`src/rtl/prog_loader_pkg.sv`:
```
// prog_loader shared definitions: loader state encoding, frame constants and
// the length-byte decode (a length byte of 0 stands for a full 256-byte frame).
// Optional build macro used by the loader: PROG_LOADER_VERIFY_EN.
package prog_loader_pkg;

  // Default frame start marker.
  localparam logic [7:0] SYNC_BYTE_DEFAULT = 8'hA5;

  // Remaining-count width: must hold 256, the largest frame.
  localparam int unsigned CNT_W = 9;

  // Length-byte value 0 encodes a full-RAM frame of this many bytes.
  localparam logic [CNT_W-1:0] FULL_FRAME_LEN = 9'd256;

  // Loader states. VERIFY_RD / VERIFY_CK / DRAIN are only reachable when the
  // read-back verify feature is built in.
  typedef enum logic [3:0] {
    ST_IDLE      = 4'd0,
    ST_ADDR      = 4'd1,
    ST_LEN       = 4'd2,
    ST_DATA      = 4'd3,
    ST_WRITE     = 4'd4,
    ST_CSUM      = 4'd5,
    ST_VERIFY_RD = 4'd6,
    ST_VERIFY_CK = 4'd7,
    ST_DRAIN     = 4'd8
  } state_t;

  // Turn the frame length byte into the number of payload bytes to expect.
  function automatic logic [CNT_W-1:0] decode_len(input logic [7:0] len_byte);
    return (len_byte == 8'd0) ? FULL_FRAME_LEN : {1'b0, len_byte};
  endfunction

endpackage

```
`src/rtl/prog_loader.sv`:
```
// prog_loader: framed byte-stream program loader into the 256x8 system RAM (optional read-back verify: PROG_LOADER_VERIFY_EN).
// Latency: one RAM write per payload byte, 2 cycles/byte (4 with verify); cpu_halt/done/error update the cycle after the accepting edge.
// Backpressure: in_ready drops while a write (or verify read) is in flight; no combinational path from in_valid to any output.
module prog_loader
  import prog_loader_pkg::*;
#(
  parameter logic [7:0] SYNC_BYTE = SYNC_BYTE_DEFAULT
) (
  input  logic       clk,
  input  logic       reset,
  input  logic       in_valid,
  input  logic [7:0] in_data,
  output logic       in_ready,
  output logic [7:0] ram_addr,
  output logic       ram_we,
  output logic [7:0] ram_wdata,
  output logic       ram_drive,
  output logic       ram_oe,
  input  logic [7:0] ram_rdata,
  output logic       cpu_halt,
  output logic       done,
  output logic       error
);

  // ---------------------------------------------------------------------------
  // State and datapath registers
  // ---------------------------------------------------------------------------
  state_t           state_q, state_d;
  logic [7:0]       ptr_q,   ptr_d;    // next RAM address to write
  logic [CNT_W-1:0] cnt_q,   cnt_d;    // payload bytes still to commit
  logic [7:0]       sum_q,   sum_d;    // running payload checksum
  logic [7:0]       byte_q,  byte_d;   // payload byte being written
  logic             halt_q,  halt_d;
  logic             done_q,  done_d;
  logic             error_q, error_d;

  logic xfer;
  assign xfer = in_valid && in_ready;

`ifndef PROG_LOADER_VERIFY_EN
  // Without verify the read-back bus is not used at all.
  logic unused_rdata;
  assign unused_rdata = ^ram_rdata;
`endif

  // Output decode from registered state only.
  always_comb begin
    in_ready  = 1'b0;
    ram_we    = 1'b0;
    ram_addr  = 8'd0;
    ram_wdata = 8'd0;
    ram_oe    = 1'b0;
    case (state_q)
      // Byte-consuming states; held off while reset is asserted.
      ST_IDLE, ST_ADDR, ST_LEN, ST_DATA, ST_CSUM: in_ready = !reset;
      ST_WRITE: begin
        ram_we    = 1'b1;
        ram_addr  = ptr_q;
        ram_wdata = byte_q;
      end
`ifdef PROG_LOADER_VERIFY_EN
      // RAM samples the read address on the edge that leaves VERIFY_RD.
      ST_VERIFY_RD: begin
        ram_oe   = 1'b1;
        ram_addr = ptr_q;
      end
      // Registered read data is on ram_rdata during this state.
      ST_VERIFY_CK: ram_oe = 1'b1;
      ST_DRAIN:     in_ready = !reset;
`endif
      default: ;
    endcase
    // The tristate driver is enabled exactly when we are writing.
    ram_drive = ram_we;
  end

  assign cpu_halt = halt_q;
  assign done     = done_q;
  assign error    = error_q;

  // Next-state and datapath updates for the frame parser.
  always_comb begin
    state_d = state_q;
    ptr_d   = ptr_q;
    cnt_d   = cnt_q;
    sum_d   = sum_q;
    byte_d  = byte_q;
    halt_d  = halt_q;
    done_d  = done_q;
    error_d = error_q;

    case (state_q)
      // Hunt for the frame marker; anything else is dropped.
      ST_IDLE: begin
        if (xfer && (in_data == SYNC_BYTE)) begin
          done_d  = 1'b0;
          error_d = 1'b0;
          halt_d  = 1'b1;
          state_d = ST_ADDR;
        end
      end

      ST_ADDR: begin
        if (xfer) begin
          ptr_d   = in_data;
          state_d = ST_LEN;
        end
      end

      ST_LEN: begin
        if (xfer) begin
          cnt_d   = decode_len(in_data);
          sum_d   = 8'd0;
          state_d = ST_DATA;
        end
      end

      ST_DATA: begin
        if (xfer) begin
          byte_d  = in_data;
          sum_d   = sum_q + in_data;
          state_d = ST_WRITE;
        end
      end

      // Write cycle. With verify the byte is only committed (pointer and
      // count stepped) once its read-back has matched.
      ST_WRITE: begin
`ifdef PROG_LOADER_VERIFY_EN
        state_d = ST_VERIFY_RD;
`else
        ptr_d   = ptr_q + 8'd1;
        cnt_d   = cnt_q - 9'd1;
        state_d = (cnt_q == 9'd1) ? ST_CSUM : ST_DATA;
`endif
      end

      // Trailing checksum decides the final status and releases the CPU.
      ST_CSUM: begin
        if (xfer) begin
          if (in_data == sum_q) begin
            done_d = 1'b1;
          end else begin
            error_d = 1'b1;
          end
          halt_d  = 1'b0;
          state_d = ST_IDLE;
        end
      end

`ifdef PROG_LOADER_VERIFY_EN
      ST_VERIFY_RD: state_d = ST_VERIFY_CK;

      ST_VERIFY_CK: begin
        if (ram_rdata != byte_q) begin
          // cnt_q still counts this byte, so it equals the remaining
          // payload bytes plus the checksum: exactly what DRAIN must eat.
          error_d = 1'b1;
          halt_d  = 1'b0;
          state_d = ST_DRAIN;
        end else begin
          ptr_d   = ptr_q + 8'd1;
          cnt_d   = cnt_q - 9'd1;
          state_d = (cnt_q == 9'd1) ? ST_CSUM : ST_DATA;
        end
      end

      // Swallow the rest of a failed frame so the stream stays aligned.
      ST_DRAIN: begin
        if (xfer) begin
          cnt_d = cnt_q - 9'd1;
          if (cnt_q == 9'd1) begin
            state_d = ST_IDLE;
          end
        end
      end
`endif

      default: state_d = ST_IDLE;
    endcase
  end

  // State register; reset aborts any load and clears all status at once.
  always_ff @(posedge clk or posedge reset) begin
    if (reset) begin
      state_q <= ST_IDLE;
      ptr_q   <= 8'd0;
      cnt_q   <= '0;
      sum_q   <= 8'd0;
      byte_q  <= 8'd0;
      halt_q  <= 1'b0;
      done_q  <= 1'b0;
      error_q <= 1'b0;
    end else begin
      state_q <= state_d;
      ptr_q   <= ptr_d;
      cnt_q   <= cnt_d;
      sum_q   <= sum_d;
      byte_q  <= byte_d;
      halt_q  <= halt_d;
      done_q  <= done_d;
      error_q <= error_d;
    end
  end

endmodule

```
`config.mk`:
```
export PLATFORM = sky130hd
export DESIGN_NAME = prog_loader
export DESIGN_NICKNAME = d
export VERILOG_FILES = /design/src/rtl/prog_loader_pkg.sv /design/src/rtl/prog_loader.sv
export SDC_FILE = /design/constraint.sdc
export NUM_CORES = 1
export LEC_CHECK = 0
export ABC_AREA = 1
export BUFFER_PORTS_ARGS = -buffer_cell sky130_fd_sc_hd__buf_4
export CORE_ASPECT_RATIO = 2
export CORE_MARGIN = 2
export CORE_UTILIZATION = 56
export CTS_BUF_LIST = sky130_fd_sc_hd__clkbuf_16
export DETAILED_ROUTE_END_ITERATION = 8
export GPL_TIMING_DRIVEN = 0
export PLACE_DENSITY = 0.83
export REMOVE_ABC_BUFFERS = 1
export SYNTH_ARGS = -nofsm -noshare
export SYNTH_HDL_FRONTEND = slang
export SYNTH_SLANG_ARGS = --single-unit
```
`constraint.sdc`:
```
create_clock -name clk -period 2.4 [get_ports clk]
set_input_delay 0.48 -clock clk [delete_from_list [all_inputs] [get_ports clk]]
set_output_delay 0.48 -clock clk [all_outputs]
set_load 0.02 [all_outputs]
```
# After elaboration in Yosys (flattened, before gate mapping)
# Index checks and enable logic that the tools add are counted.
# classes
eq_ne	15
add_sub_neg	3
mux	29
n_reduce_logical	18
# op_table
cell	count
two-way mux 8 bit	5
one-hot mux 8 bit (2 select lines)	2
one-hot mux 4 bit (6 select lines)	1
two-way mux 4 bit	5
two-way mux 9 bit	2
one-hot mux 9 bit (2 select lines)	1
!= test 2 bit, second input constant	7
equality test 9 x 1 -> 1 bit, second input constant	1
two-way mux 1 bit	9
subtractor 9 x 1 -> 9 bit, second input constant	1
adder 8 x 1 -> 8 bit, second input constant	1
adder 8 bit	1
equality test 4 x 2 -> 1 bit, second input constant	2
equality test 4 x 3 -> 1 bit, second input constant	2
equality test 8 bit	1
equality test 8 bit, second input constant	1
logical NOT 8 bit	1
AND reduction 4 bit	2
nonzero test 2 bit	4
one-hot mux 1 bit (2 select lines)	3
AND reduction 2 bit	3
AND reduction 3 bit	2
AND reduction 5 bit	1
OR reduction 5 bit	1
5 further kinds	6
# totals
regBits	40
word_cells	73
output_inout_bits	23

# Logic depth before layout (Yosys ltp)
# Gate-level depths: netlist of the first run.
# depth
ltp_word	7
ltp_mapped	10
ltp_nobuf	10

# Worst setup path before layout of the first run
# OpenSTA, ideal clock, no wires.
# synth_path
path_type	input to register
start	input port reset
end	register cnt_q[8]
stages	7
slack_ns	0.209
arrival_ns	2.067
n_path_buf	1
cell_sequence	inv_1 nand4_1 buf_2 nand2_2 inv_2 a21oi_1 a21oi_1
# synth_via
elab_chain_len	5
# synth_rtl
item	line	text
from (decl)	prog_loader.sv:10	input logic reset,
logical NOT 1 bit (no line)	-	
two-way mux 1 bit	prog_loader.sv:53	case (state_q)
logical AND 1 bit	prog_loader.sv:38	assign xfer = in_valid && in_ready;
!= test 2 bit (no line)	-	
AND reduction 2 bit (no line)	-	
to (signal assigned)	prog_loader.sv:197	cnt_q <= cnt_d;
to (decl)	prog_loader.sv:30	logic [CNT_W-1:0] cnt_q, cnt_d;
# No other way between the ends.
# A chain may end at the register's enable or synchronous reset.

# Worst setup path after layout of the first run
# layout_path
start	register state_q[2]
end	output port ram_addr[0]
# layout_via
elab_chain_len	2
# layout_rtl
item	line	text
from (decl)	prog_loader.sv:28	state_t state_q, state_d;
from (signal assigned)	prog_loader.sv:195	state_q <= state_d;
equality test 4 x 3 -> 1 bit	prog_loader.sv:53	
two-way mux 8 bit	prog_loader.sv:53	
to (decl)	prog_loader.sv:14	output logic [7:0] ram_addr,
# No other way between the ends.

==> metrics.cfg, run 1 <==
[logic_synthesis]
syn-mean-instance-area_um2=7.118
yosys.area_share.simple_pct=31.23
synth_top_family_by_area=simple AND/OR/NAND/NOR gates
synthXorXnorAreaFrac_pct=0.6780
async_reset_ff_share_pct=100.0
yosysTopAreaCell=dfrtp_1
synth-main-ff-cell=dfrtp_1
synth_top_area_share_pct=37.77
synth_edf_count=0
synth-seq-cells=39
seq_area_frac_synth_pct=37.77
synthMuxAreaShare_pct=0
synth_compound_area_share_pct=13.37
synth_area_mm2=0.002584
synth_fa_ha_area_share_pct=5.617
synth_area_leaders=dfrtp_1, nand2_1, inv_1, nor2_1, nand3_1
syn-instance-count=363
yosys_warnings=0
synth_cell_types=36

[clocking]
clk_pin_slew_ns=0.06
cts_root_buf=clkbuf_16
post_cts_buffers=0
clk_path_buf_depth=2
clock_latency_ns=0.28
cts.sinks=39
htree_levels=2
ctsResizeCount=1
cts_tree=built
hold_buffers=0
cts_buffers=5

[detailed_routing]
vias_per_cell=5.537
drt-wirelength-per-cell_um=13.64
drt_iter0_drc=117
ant_nets=0
wl_um=6098
drc_errors=0
vias=2475
dr.pass1.iters=4

[timing]
worstMarginPinSlew_ns=0.5694
finalSetupViolCount=0
max_clock_freq_mhz=450.0
hold_violations=0
rsz0062_at_grt=no
finalCritPeriodShare_pct=92.60
timing.final.crit_period_ns=2.222
max-slew-margin-rel_pct=61.93
drv_slew=0
finalSetupTns_ns=0
whs_ns=0.2535
skew_ns=0.008731

[global_routing]
grt_use_met2_pct=43.04
grt.busiest_layer=met2
grtUsageMet1_pct=31.24
grt_start_max_net_pins=42
grtUsageTotal_pct=25.30
grt_pass1_wl_um=10160
grt_pass1_vias=2300
antenna_found_initial=0
overflow=0
grt.met3_usage_pct=3.571

[setup_path]
crit_path_start=state_q[2]$_DFFE_PP0P_
crit_type=flop to output port
max_stage_delay_ns=0.56
cp_cell_sequence=inv_2 -> nor2_4 -> nand2_1 -> inv_1 -> buf_4
slowest_stage=dfrtp_1
path_delay_family=flip-flops
endpoint_kind=output port
reg2reg_from=state_q[2]$_DFFE_PP0P_
cp.arrival_ns=1.74
crit_required_ns=1.92
start_kind=flop
crit_buf_inv=3
cp_max_fo=20

[hold_path]
hp-class=input port to asynchronous set/reset pin

[place]
placed_area_mm2=0.002815
io_buffers=32
gp_congestion=0.8911
hpwl_um=4429

[die]
start_util_pct=57.28
core_mm2=0.004511
die_w_um=52.03
dieArea_mm2=0.005206
die_h_um=100.1
rows=35
ios=42

[layout]
seq_area_um2=975.9
n_fill_cell=372
multi_input_area_mm2=0.001324
drive_gt1_share_pct=15.56
nets=421
diodes=0
postLayoutCellArea_mm2=0.002987
syn_to_final_growth_pct=15.59

[power]
p_leak_nw=1.580
total_power_mw=3.371
vdd_drop_max_uv=730.5
p_per_area_mw_per_mm2=1129

[flow_run]
max_cap_violations=0

[status]
outcome=finished clean

## worst paths after layout
kind	to	slack, ns	depth (start not counted)
worst min register to register	done$_DFFE_PP0P_	0.47	2
max in group asynchronous	ptr_q[0]$_DFFE_PP0P_	1.78	2
worst max register to register	sum_q[0]$_DFFE_PP0P_	0.45	6
worst min-delay path	cnt_q[7]$_DFFE_PP0P_	0.25	2
worst max-delay path	ram_addr[0]	0.18	5
min in group clk	done$_DFFE_PP0P_	0.47	2
## metrics by stage
stage | cells | util [%] | worst slack (ns)
floorplan | 352 | - | -0.09719
global placement | 439 | 62.41 | -1.017
detailed placement | 439 | 62.41 | -0.3528
CTS | 447 | 66.10 | 0.1215
global route | 447 | 66.21 | 0.07776
finish | 447 | 66.21 | 0.1777
## cell usage in the layout, fill, tap and decap left out, types with 2 or more instances in the layout
cell type  synthesis  routed
a21oi_1           11      11
a22oi_1            2       2
a31oi_1            2       2
buf_4              2      32
clkbuf_16          0       5
clkinv_2           1       2
dfrtp_1           39      39
ha_1              10      10
inv_1             50      49
inv_2              5       5
nand2_1           87      87
nand2_2            8       7
nand3_1           32      32
nand4_1            7       7
nor2_1            43      43
nor2_4             2       2
o211ai_1           6       6
o21ai_0           28      28
o221ai_1           3       3
o31ai_1            2       2
or2_2              2       2
## registers in the layout (all words and copies together) (netlist names)
| signal | flops |
|---|---|
| cpu_halt | 1 |
| byte_q | 8 |
| error | 1 |
| done | 1 |
| sum_q | 8 |
| state_q | 3 |
| ptr_q | 8 |
| cnt_q | 9 |
## worst reg2reg max path, delay by kind of cell, from the launching register on
| family | cells | cell delay [ns] |
|---|---|---|
| AO/OA/AOI/OAI | 1 | 0.07 |
| buffers and inverters | 2 | 0.56 |
| flip-flops | 1 | 0.51 |
| AND/OR/NAND/NOR | 3 | 0.67 |
## per-layer routing
| metal | part of all wire [%] | vias to the layer above |
|---|---|---|
| met4 | 2.9 | 0 |
| met5 | 0 | - |
| met2 | 50 | 88 |
| met3 | 4.5 | 19 |
| met1 | 42 | 1146 |
| li1 | - | 1222 |
## synth_stat cells (2+ instances only)
master    count
a31oi_1       2
nand4_1       7
or2_2         2
buf_6         3
a22oi_1       2
o221ai_1      3
ha_1         10
nand3_1      32
buf_2         4
o31ai_1       2
o21ai_0      28
nand2_2       8
inv_2         5
nor2_4        2
a21oi_1      11
nor2_1       43
inv_1        50
o211ai_1      6
nand2_1      87
dfrtp_1      39
buf_4         2
## layout make-up
cell class	count	area share (%)
multi-input combinational	257	44.32
inverter	56	7.164
tap	55	2.304
clock buffer	5	4.189
timing repair buffer	32	8.044
sequential	39	32.68
clock inverter	3	1.299
## kinds of logic (layout without fill, tap and decap cells)
family,count (synthesis),after routing
adder cells (fa/ha/maj),11,11
other,1,1
XOR/XNOR,2,2
AND/OR/NAND/NOR,184,184
buffers and inverters,67,96
flip-flops,39,39
AO/OA/AOI/OAI,59,59
## power by group
group / switching, mW / internal (mW) / total [mW]
Clock: 0.263 / 0.485 / 0.747
Combinational: 0.928 / 0.522 / 1.45
Sequential: 0.226 / 0.948 / 1.17
No activity file was read; power rests on OpenSTA's default activity.
==> run 2: changes to the inputs <==
--- a/config.mk
+++ b/config.mk
@@ -5,15 +5,14 @@
 export SDC_FILE = /design/constraint.sdc
 export NUM_CORES = 1
 export LEC_CHECK = 0
-export ABC_AREA = 1
 export BUFFER_PORTS_ARGS = -buffer_cell sky130_fd_sc_hd__buf_4
 export CORE_ASPECT_RATIO = 2
-export CORE_MARGIN = 2
+export CORE_MARGIN = 8
 export CORE_UTILIZATION = 56
 export CTS_BUF_LIST = sky130_fd_sc_hd__clkbuf_16
 export DETAILED_ROUTE_END_ITERATION = 8
 export GPL_TIMING_DRIVEN = 0
-export PLACE_DENSITY = 0.83
+export PLACE_DENSITY = 0.84
 export REMOVE_ABC_BUFFERS = 1
 export SYNTH_ARGS = -nofsm -noshare
 export SYNTH_HDL_FRONTEND = slang
==> metrics.cfg, run 2 <==
[status]
outcome=finished clean  ; unchanged

[detailed_routing]
ant_nets=0  ; unchanged
vias=2173  ; was 2475
vias_per_cell=6.070  ; was 5.537
drc_errors=0  ; unchanged
wl_um=6083  ; was 6098 um
dr.pass1.iters=4  ; unchanged
drt-wirelength-per-cell_um=16.99  ; was 13.64 um
drt_iter0_drc=114  ; was 117

[setup_path]
slowest_stage=dfrtp_2  ; was dfrtp_1
cp_cell_sequence=nor2_2 -> nand2_8 -> clkinvlp_4 -> and2_1 -> buf_4  ; was inv_2 -> nor2_4 -> nand2_1 -> inv_1 -> buf_4
reg2reg_depth=4  ; was 6
max_stage_delay_ns=0.51  ; was 0.56 ns
crit_type=flop to output port  ; unchanged
crit_buf_inv=2  ; was 3
ff2ff_setup_slack_ns=0.19  ; was 0.45 ns
path_delay_family=simple AND/OR/NAND/NOR gates  ; was flip-flops
cp.arrival_ns=1.76  ; was 1.74 ns
cp_max_fo=24  ; was 20
start_kind=flop  ; unchanged
endpoint_kind=output port  ; unchanged
crit_required_ns=1.92  ; about the same
reg2reg_from=state_q[2]$_DFFE_PP0P_  ; unchanged
timing.rr.end=sum_q[6]$_DFFE_PP0P_  ; was sum_q[0]$_DFFE_PP0P_

[layout]
instances_no_fill=358  ; was 447
n_fill_cell=353  ; was 372
postLayoutCellArea_mm2=0.002874  ; was 0.002987 mm^2
nets=333  ; was 421
final_common_cell=nand2_1  ; unchanged
largest_reg_flops=9  ; unchanged
drive_gt1_share_pct=18.75  ; was 15.56%
diodes=0  ; unchanged
mostFrequentLayoutCells=nand2_1, dfrtp_1, buf_4, o21ai_0, nand3_1  ; was nand2_1, inv_1, nor2_1, dfrtp_1
syn_to_final_growth_pct=16.84  ; was 15.59%
top_register=cnt_q  ; unchanged

[timing]
max-slew-margin-rel_pct=43.69  ; was 61.93%
timing.final.crit_period_ns=2.236  ; was 2.222 ns
drv_slew=0  ; unchanged
finalSetupViolCount=0  ; unchanged
whs_ns=0.3857  ; was 0.2535 ns
rsz0062_at_grt=no  ; unchanged
hold_violations=0  ; unchanged
max_clock_freq_mhz=447.3  ; was 450.0 MHz
skew_ns=0.004189  ; was 0.008731 ns
fin_ws_ns=0.1642  ; was 0.1777 ns
worstMarginPinSlew_ns=0.8447  ; was 0.5694 ns
finalCritPeriodShare_pct=93.16  ; was 92.60%

[die]
dieArea_mm2=0.006898  ; was 0.005206 mm^2
core_mm2=0.004297  ; was 0.004511 mm^2
ios=42  ; unchanged
die_w_um=62.87  ; was 52.03 um
start_util_pct=57.25  ; was 57.28%
rows=34  ; was 35
die_h_um=109.7  ; was 100.1 um

[logic_synthesis]
yosysTopAreaCell=dfrtp_1  ; unchanged
synth_cell_types=52  ; was 36
yosys_warnings=0  ; unchanged
synth_area_leaders=dfrtp_1, nand2_1, ha_1, and2_1, o21ai_0  ; was dfrtp_1, nand2_1, inv_1, nor2_1, nand3_1
synthXorXnorAreaFrac_pct=1.780  ; was 0.6780%
synth_area_mm2=0.002460  ; was 0.002584 mm^2
synthMuxAreaShare_pct=1.628  ; was 0%
async_reset_ff_share_pct=100.0  ; unchanged
synth_fa_ha_area_share_pct=5.900  ; was 5.617%
yosys.area_share.simple_pct=28.69  ; was 31.23%
synth-main-ff-cell=dfrtp_1  ; unchanged
synthTopCellsByCount=nand2_1, dfrtp_1, o21ai_0  ; was nand2_1, inv_1, nor2_1
synth_edf_count=0  ; unchanged
synth_compound_area_share_pct=16.58  ; was 13.37%
synth_top_area_share_pct=39.67  ; was 37.77%
syn-mean-instance-area_um2=8.913  ; was 7.118 um^2
synth-seq-cells=39  ; unchanged
yosysMostFrequentCell=nand2_1  ; unchanged
syn-instance-count=276  ; was 363
synth_top_family_by_area=simple AND/OR/NAND/NOR gates  ; unchanged
seq_area_frac_synth_pct=39.67  ; was 37.77%

[global_routing]
grt_pass1_vias=2202  ; was 2300
overflow=0  ; unchanged
antenna_found_initial=0  ; unchanged
grt_start_max_net_pins=40  ; was 42
grt_pass1_wl_um=10310  ; was 10160 um
grtUsageTotal_pct=18.51  ; was 25.30%

[clocking]
cts_buffers=5  ; unchanged
cts_tree=built  ; unchanged
hold_buffers=0  ; unchanged
cts.sinks=39  ; unchanged
clock_latency_ns=0.28  ; about the same
cts_root_buf=clkbuf_16  ; unchanged
htree_levels=2  ; unchanged
clk_path_buf_depth=2  ; unchanged
clk_pin_slew_ns=0.06  ; about the same

[place]
hpwl_um=4130  ; was 4429 um
placed_cells=347  ; was 439
io_buffers=32  ; unchanged
placed_area_mm2=0.002668  ; was 0.002815 mm^2
pre_cts_ws_ns=-0.06184  ; was -0.3528 ns
gp_congestion=0.8529  ; was 0.8911

[power]
p_per_area_mw_per_mm2=1109  ; was 1129 mW/mm^2
vdd_drop_max_uv=677.2  ; was 730.5 uV
p_leak_nw=1.361  ; was 1.580 nW
total_power_mw=3.188  ; was 3.371 mW

[hold_path]
hp-class=input port to asynchronous set/reset pin  ; unchanged

[flow_run]
max_cap_violations=0  ; unchanged

-- run 2: timing repair --
action | 4_1_cts | 5_1_grt
endpoints found under the setup margin | 18 | 12
cloned | 1 | 0
buffers inserted | 2 | 0
resized for setup | 4 | 2
-- run 2: stage by stage --
| step | util, % | setup TNS, ns |
|---|---|---|
| 3_3_place_gp | 62.09 | 0 |
| 5_1_grt | 66.89 | 0 |
| 2_1_floorplan | - | 0 |
| 3_5_place_dp | 62.09 | -0.1493 |
| 4_1_cts | 66.66 | 0 |
| 6_report | 66.89 | 0 |
-- run 2: kinds of logic (layout without fill, tap and decap cells) --
kind of cell | Yosys count | after routing
simple gates | 129 | 129
compound gates | 62 | 62
flops | 39 | 39
buf+inv | 25 | 53
fa+ha+maj | 11 | 11
xor+xnor | 5 | 5
mux | 4 | 4
other cells | 1 | 1
-- run 2: worst max path at each step --
stage,end,cells past startpoint,slack [ns],from
5_1_grt,sum_q[6]$_DFFE_PP0P_,4,0.03,state_q[2]$_DFFE_PP0P_
3_3_place_gp,cnt_q[7]$_DFFE_PP0P_,6,0.02,state_q[1]$_DFFE_PP0P_
6_report,ram_wdata[7],5,0.16,state_q[1]$_DFFE_PP0P_
3_5_place_dp,cnt_q[7]$_DFFE_PP0P_,6,-0.06,state_q[1]$_DFFE_PP0P_
4_1_cts,ram_wdata[7],5,0.05,state_q[0]$_DFFE_PP0P_
2_1_floorplan,cnt_q[7]$_DFFE_PP0P_,6,0.18,state_q[1]$_DFFE_PP0P_
-- run 2: area by class of cell --
type                       instances  area, um^2  share of cell area [%]
multi-input combinational        212        1360                   47.32
sequential                        39       978.4                   34.04
timing repair buffer              34       255.2                   8.881
clock buffer                       5       125.1                   4.353
tap                               54       67.56                   2.351
inverter                          10       41.29                   1.437
clock inverter                     3       38.79                   1.350
timing repair inverter             1       7.507                  0.2612
-- run 2: metal layers --
layer	vias up	routed length (um)	track usage (%)
met5	-	0	0
met4	0	309	14.45
met3	20	351	4.388
met2	78	3150	32.28
met1	1032	2272	18.61
li1	1043	-	-
-- run 2: worst register-to-register path, cell delays in order, from the launching register on --
cell and delay [ns]:
dfrtp_1 0.58, nor2_1 0.38, nand3_1 0.60, a31oi_1 0.36
o211ai_1 0.12
-- run 2: power by group --
part / internal [mW] / leakage [nW] / switching [mW]
Sequential: 0.957 / 0.477 / 0.311
Combinational: 0.538 / 0.803 / 0.642
Clock: 0.484 / 0.0812 / 0.255
Total: 1.98 / 1.36 / 1.21
